### config.mk
export PLATFORM = sky130hd
export DESIGN_NAME = branch_predict_unit
export DESIGN_NICKNAME = d
export VERILOG_FILES = /design/src/rtl/branch_predict_unit.sv
export SDC_FILE = /design/constraint.sdc
export NUM_CORES = 1
export LEC_CHECK = 0
export CAP_MARGIN = 20
export CORE_MARGIN = 1.5
export CORE_UTILIZATION = 45
export DETAILED_ROUTE_END_ITERATION = 8
export PLACE_DENSITY = 0.76
export REMOVE_ABC_BUFFERS = 1
export SLEW_MARGIN = 5
export SYNTH_ARGS = -nofsm -noshare
export SYNTH_HDL_FRONTEND = slang
export SYNTH_SLANG_ARGS = --single-unit
export TNS_END_PERCENT = 5
### constraint.sdc
create_clock -name clk -period 10.5 [get_ports clk]
set_input_delay 2.1 -clock clk [delete_from_list [all_inputs] [get_ports clk]]
set_output_delay 2.1 -clock clk [all_outputs]
set_load 0.02 [all_outputs]
### src/rtl/branch_predict_unit.sv
// Execute-stage branch resolver with a direct-mapped BTB for fetch prediction.
// Define BRANCH_STATS_EN to add the Br_Count / Mispred_Count statistics ports.
module branch_predict_unit #(
  parameter int PC_W    = 9,
  parameter int ENTRIES = 16,
  parameter int CNT_W   = 2
) (
  input  logic            clk,
  input  logic            reset,
  input  logic [PC_W-1:0] F_PC,
  output logic            F_PredTaken,
  output logic [31:0]     F_PredTarget,
  input  logic [PC_W-1:0] Cur_PC,
  input  logic [31:0]     Imm,
  input  logic            Ex_Valid,
  input  logic            Ex_Branch,
  input  logic            Ex_Cond,
  input  logic            Ex_PredTaken,
  input  logic [31:0]     Ex_PredTarget,
  output logic [31:0]     PC_Imm,
  output logic [31:0]     PC_Four,
  output logic [31:0]     BrPC,
  output logic            PcSel
`ifdef BRANCH_STATS_EN
  ,
  output logic [31:0]     Br_Count,
  output logic [31:0]     Mispred_Count
`endif
);

  localparam int IDX_W = $clog2(ENTRIES);
  localparam int TAG_W = PC_W - IDX_W - 2;
  localparam logic [CNT_W-1:0] CNT_MAX = '1;
  localparam logic [CNT_W-1:0] CNT_WT  = CNT_W'(2 ** (CNT_W - 1));
  localparam logic [CNT_W-1:0] CNT_WNT = CNT_W'(2 ** (CNT_W - 1) - 1);

  logic             valid_q [ENTRIES];
  logic [TAG_W-1:0] tag_q   [ENTRIES];
  logic [PC_W-1:0]  tgt_q   [ENTRIES];
  logic [CNT_W-1:0] cnt_q   [ENTRIES];

  logic             valid_d;
  logic [TAG_W-1:0] tag_d;
  logic [PC_W-1:0]  tgt_d;
  logic [CNT_W-1:0] cnt_d;
  logic             wr_en;

  logic [IDX_W-1:0] f_idx;
  logic [TAG_W-1:0] f_tag;
  logic             f_hit;

  assign f_idx = F_PC[IDX_W+1:2];
  assign f_tag = F_PC[PC_W-1:IDX_W+2];
  assign f_hit = valid_q[f_idx] && (tag_q[f_idx] == f_tag);

  assign F_PredTaken  = f_hit && cnt_q[f_idx][CNT_W-1];
  assign F_PredTarget = F_PredTaken ? 32'(tgt_q[f_idx])
                                    : 32'(F_PC) + 32'd4;

  logic [31:0] pc_full;
  logic        resolve;
  logic        mispred;

  assign pc_full = 32'(Cur_PC);
  assign PC_Imm  = pc_full + Imm;
  assign PC_Four = pc_full + 32'd4;
  assign resolve = Ex_Valid && Ex_Branch;
  assign mispred = (Ex_Cond != Ex_PredTaken) ||
                   (Ex_Cond && (Ex_PredTarget != PC_Imm));
  assign PcSel   = resolve && mispred;
  assign BrPC    = !resolve ? '0 : (Ex_Cond ? PC_Imm : PC_Four);

  logic [IDX_W-1:0] e_idx;
  logic [TAG_W-1:0] e_tag;
  logic             e_hit;
  logic             imm_ok;

  assign e_idx  = Cur_PC[IDX_W+1:2];
  assign e_tag  = Cur_PC[PC_W-1:IDX_W+2];
  assign e_hit  = valid_q[e_idx] && (tag_q[e_idx] == e_tag);
  assign imm_ok = (PC_Imm[31:PC_W] == '0);

  always_comb begin
    wr_en   = 1'b0;
    valid_d = valid_q[e_idx];
    tag_d   = tag_q[e_idx];
    tgt_d   = tgt_q[e_idx];
    cnt_d   = cnt_q[e_idx];
    if (resolve) begin
      if (e_hit) begin
        wr_en = 1'b1;
        if (Ex_Cond) begin
          tgt_d = PC_Imm[PC_W-1:0];
          if (cnt_q[e_idx] != CNT_MAX) cnt_d = cnt_q[e_idx] + CNT_W'(1);
        end else if (cnt_q[e_idx] != '0) begin
          cnt_d = cnt_q[e_idx] - CNT_W'(1);
        end
      end else if (Ex_Cond && imm_ok) begin
        // Targets outside the PC range cannot be stored, so skip allocation.
        wr_en   = 1'b1;
        valid_d = 1'b1;
        tag_d   = e_tag;
        tgt_d   = PC_Imm[PC_W-1:0];
        cnt_d   = CNT_WT;
      end
    end
  end

  always_ff @(posedge clk) begin
    if (reset) begin
      for (int i = 0; i < ENTRIES; i++) begin
        valid_q[i] <= 1'b0;
        tag_q[i]   <= '0;
        tgt_q[i]   <= '0;
        cnt_q[i]   <= CNT_WNT;
      end
    end else if (wr_en) begin
      valid_q[e_idx] <= valid_d;
      tag_q[e_idx]   <= tag_d;
      tgt_q[e_idx]   <= tgt_d;
      cnt_q[e_idx]   <= cnt_d;
    end
  end

`ifdef BRANCH_STATS_EN
  logic [31:0] br_q;
  logic [31:0] mis_q;

  always_ff @(posedge clk) begin
    if (reset) begin
      br_q  <= '0;
      mis_q <= '0;
    end else begin
      if (resolve) br_q <= br_q + 32'd1;
      if (PcSel) mis_q <= mis_q + 32'd1;
    end
  end

  assign Br_Count      = br_q;
  assign Mispred_Count = mis_q;
`endif

  logic unused_pc;
  assign unused_pc = ^{F_PC[1:0], Cur_PC[1:0]};

endmodule
==> key figures, run 1 <==
Power
  • Leakage: 5.595 nW
  • Logic pwr share: 20.1%
  • Sw Ratio: 27.89%
  • Clk pwr share: 35.3%
  • PD cells: 140.6 nW/um^2
  • Peak supply drop: 0.00009644 V
  • P_int: 1.767 mW
  • Power share of the sequential group: 44.6%
  • Sw Pwr: 683.4 uW

STA
  • Slew Limit Fails: 0
  • Worst slew pin tran: 1.112 ns
  • Crit share post-route: 85.94%
  • Worst rel slew slack: 24.41%
  • Tmin final: 9.023 ns
  • RSZ-0062 raised after global routing: false
  • Worst Slack Setup Final: 1.477 ns
  • Final setup fails: 0
  • Fmax: 110.8 MHz
  • Skew final: 0.01164 ns
  • Final hold violation count: 0

Floorplan
  • Initial Utilization: 46.15%
  • Die width: 183.6 um
  • Die H: 183.6 um
  • I/O pin total: 218
  • Row cnt: 65
  • Area of the die: 33700 um^2
  • Area of the core: 31800 um^2

Setup path
  • Arrival time at the worst endpoint: 6.92 ns
  • Req. time, crit path: 8.40 ns
  • WS Path Type: in2out
  • Crit end category: output port
  • Crit start category: input pin
  • Critical path peak fanout: 13

Place
  • Worst slack, placed: 1.495 ns
  • HPWL after detailed placement: 32.41 mm
  • IO Port Bufs: 173
  • Area post-placement: 16630 um^2
  • RD Place Congestion: 0.9512

Synthesis
  • Asr flop ratio synth: 0%
  • Avg Cell Area, Syn: 11.88 um^2
  • Yosys warns: 0
  • Cell Area, Synth: 14680 um^2
  • Netlist cell types: 66
  • Mapped Cells: 1235
  • EDFF count, synth: 240
  • Post-synthesis sequential area ratio: 49.11%
  • Register bit total from synthesis: 240
  • Most used DFF post-synth: edfxtp_1

Drt
  • First DRT Iteration DRCs: 1423
  • Initial DRT Pass Iterations: 5
  • Wirelength per Cell: 25.90 um
  • Detailed-route via count: 11310
  • Residual DRC count: 0
  • Antenna Nets Post-Route: 0
  • Vias per inst: 6.313
  • DRT Wirelength: 46.39 mm

Finish
  • N_diodes: 0
  • Final nets: 1441
  • Commonest non-fill, non-tap cell in the layout: edfxtp_1
  • Design Area, Final: 17420 um^2
  • Most frequent cells in the layout: edfxtp_1, clkdlybuf4s50_1, nor4_1
  • Layout cells sized above 1: 14.45%
  • Layout area overhead: 18.73%

Outcome
  • Run status: complete, no violations

Worst hold path
  • Hold/Removal Path Class: reg2reg

CTS
  • Hold-fix buffers, CTS: 0
  • Clock buffer depth: 3
  • Clk pin slew, worst setup/hold paths: 0.06 ns
  • Clock Latency Late Sink: 0.53 ns
  • Root Driver: clkbuf_16
  • CTS resizes: 0
  • H-tree lvl count: 1
  • CTS tree: done
  • Sink Count: 240
  • Post-CTS setup buffer count: 0
  • CTS Buf Count: 24

Global route
  • Number of global-route vias before repair: 10890
  • Largest net degree at the start of global routing: 172
  • Global Route Usage Sum: 27.21%
  • First-pass GRT wire length: 68.34 mm
  • Total gr overflow: 0
  • Antenna violations before repair: 1

Flow run
  • # Max-Cap Violations: 0
==> power groups by stage <==
stage,Sequential [mW],Clock [mW],Combinational (mW)
2_1_floorplan,1.11,0,0.247
3_3_place_gp,1.11,0,0.482
3_5_place_dp,1.11,0,0.487
4_1_cts,1.09,0.868,0.489
5_1_grt,1.09,0.901,0.519
6_report,1.09,0.865,0.493
==> flip-flops by register name, indices dropped and copies added, names as in the netlist <==
signal and cells:
tgt_q 144, tag_q 48, cnt_q 32, valid_q 16
==> Yosys cell counts (all sizes together) (3+ instances only) <==
master	number	share of area (%)
a211oi	9	0.46
a21oi	17	0.58
xnor2	38	2.3
nor2b	14	0.60
or2	3	0.13
xor2	29	1.7
o2111ai	6	0.36
nor4	139	6.0
nor4b	16	0.95
nor2	83	2.1
nand3	55	1.9
mux2i	7	0.48
nand2	56	1.4
o31ai	17	0.87
or4	4	0.23
o21ai	42	1.4
buf	86	3.6
inv	35	0.90
and2	4	0.17
a21o	3	0.15
edfxtp	240	49
xnor3	5	0.77
a2111oi	5	0.30
nand4	9	0.43
mux4	91	14
clkbuf	93	2.4
o211ai	11	0.56
ha	14	1.2
o21a	3	0.15
and3	5	0.21
nor3	62	2.2
mux2	3	0.23
==> final timing paths <==
| path | from | endpoint | slack, ns | depth (start not counted) |
|---|---|---|---|---|
| max | Cur_PC[4] | PcSel | 1.48 | 12 |
| min | tag_q[4][2]$_SDFFCE_PN0P_ | tag_q[7][2]$_SDFFCE_PN0P_ | 1.35 | 5 |
| max reg2reg | tag_q[15][0]$_SDFFCE_PN0P_ | tgt_q[8][8]$_SDFFCE_PN0P_ | 5.90 | 11 |
| min reg2reg | tag_q[4][2]$_SDFFCE_PN0P_ | tag_q[7][2]$_SDFFCE_PN0P_ | 1.35 | 5 |
==> layout make-up <==
type	count	area [um^2]
inverters	35	131.4
multi-input cells	824	6718
fillers	2659	14380
clock inverters	15	165.2
flip-flops and latches	240	7207
repair buffers	213	2039
well taps	435	544.3
clock buffers	29	619.3
==> per-layer routing <==
layer	global-route usage, %	share of wire, %	vias to the layer above
met4	10.46	3.8	2
met2	46.17	50	657
li1	-	-	4942
met5	0	0.019	-
met1	35.07	37	5611
met3	4.437	9.3	94
==> critical path: stages <==
cell,delay [ns]
clkdlybuf4s50_1,0.86
ha_1,0.43
and2_1,0.23
a221o_1,0.34
o21ai_1,0.55
a21boi_0,0.28
xnor3_1,0.25
o2111ai_1,0.14
or4_1,0.53
nor4_1,0.42
a21oi_1,0.19
clkdlybuf4s50_1,0.59
==> logic make-up after synthesis <==
family | Yosys count | share of synthesized area (%)
buffers and inverters | 214 | 6.923
multiplexers | 101 | 14.67
adder cells (fa/ha/maj) | 17 | 1.466
AND/OR/NAND/NOR | 460 | 16.95
XOR/XNOR | 73 | 4.928
AO/OA/AOI/OAI | 129 | 5.926
other | 1 | 0.02555
flip-flops | 240 | 49.11
==> stage by stage <==
stage	total power, mW	setup TNS (ns)	hold slack (ns)	instances	util, %
4_1_cts	2.449	0	1.349	1789	54.76
2_1_floorplan	1.356	-335.97	1.334	1099	-
3_5_place_dp	1.599	0	1.334	1745	52.30
3_3_place_gp	1.592	0	1.312	1745	52.30
5_1_grt	2.514	0	1.386	1791	54.79
6_report	2.450	0	1.345	1791	54.79
Power figures use the tool's default switching activity.
==> run 2, diff against run 1 <==
Settings changed: SKIP_CTS_REPAIR_TIMING set to 1.
==> results of run 2 <==
Final layout, timing and power as in run 1 (identical DEF).
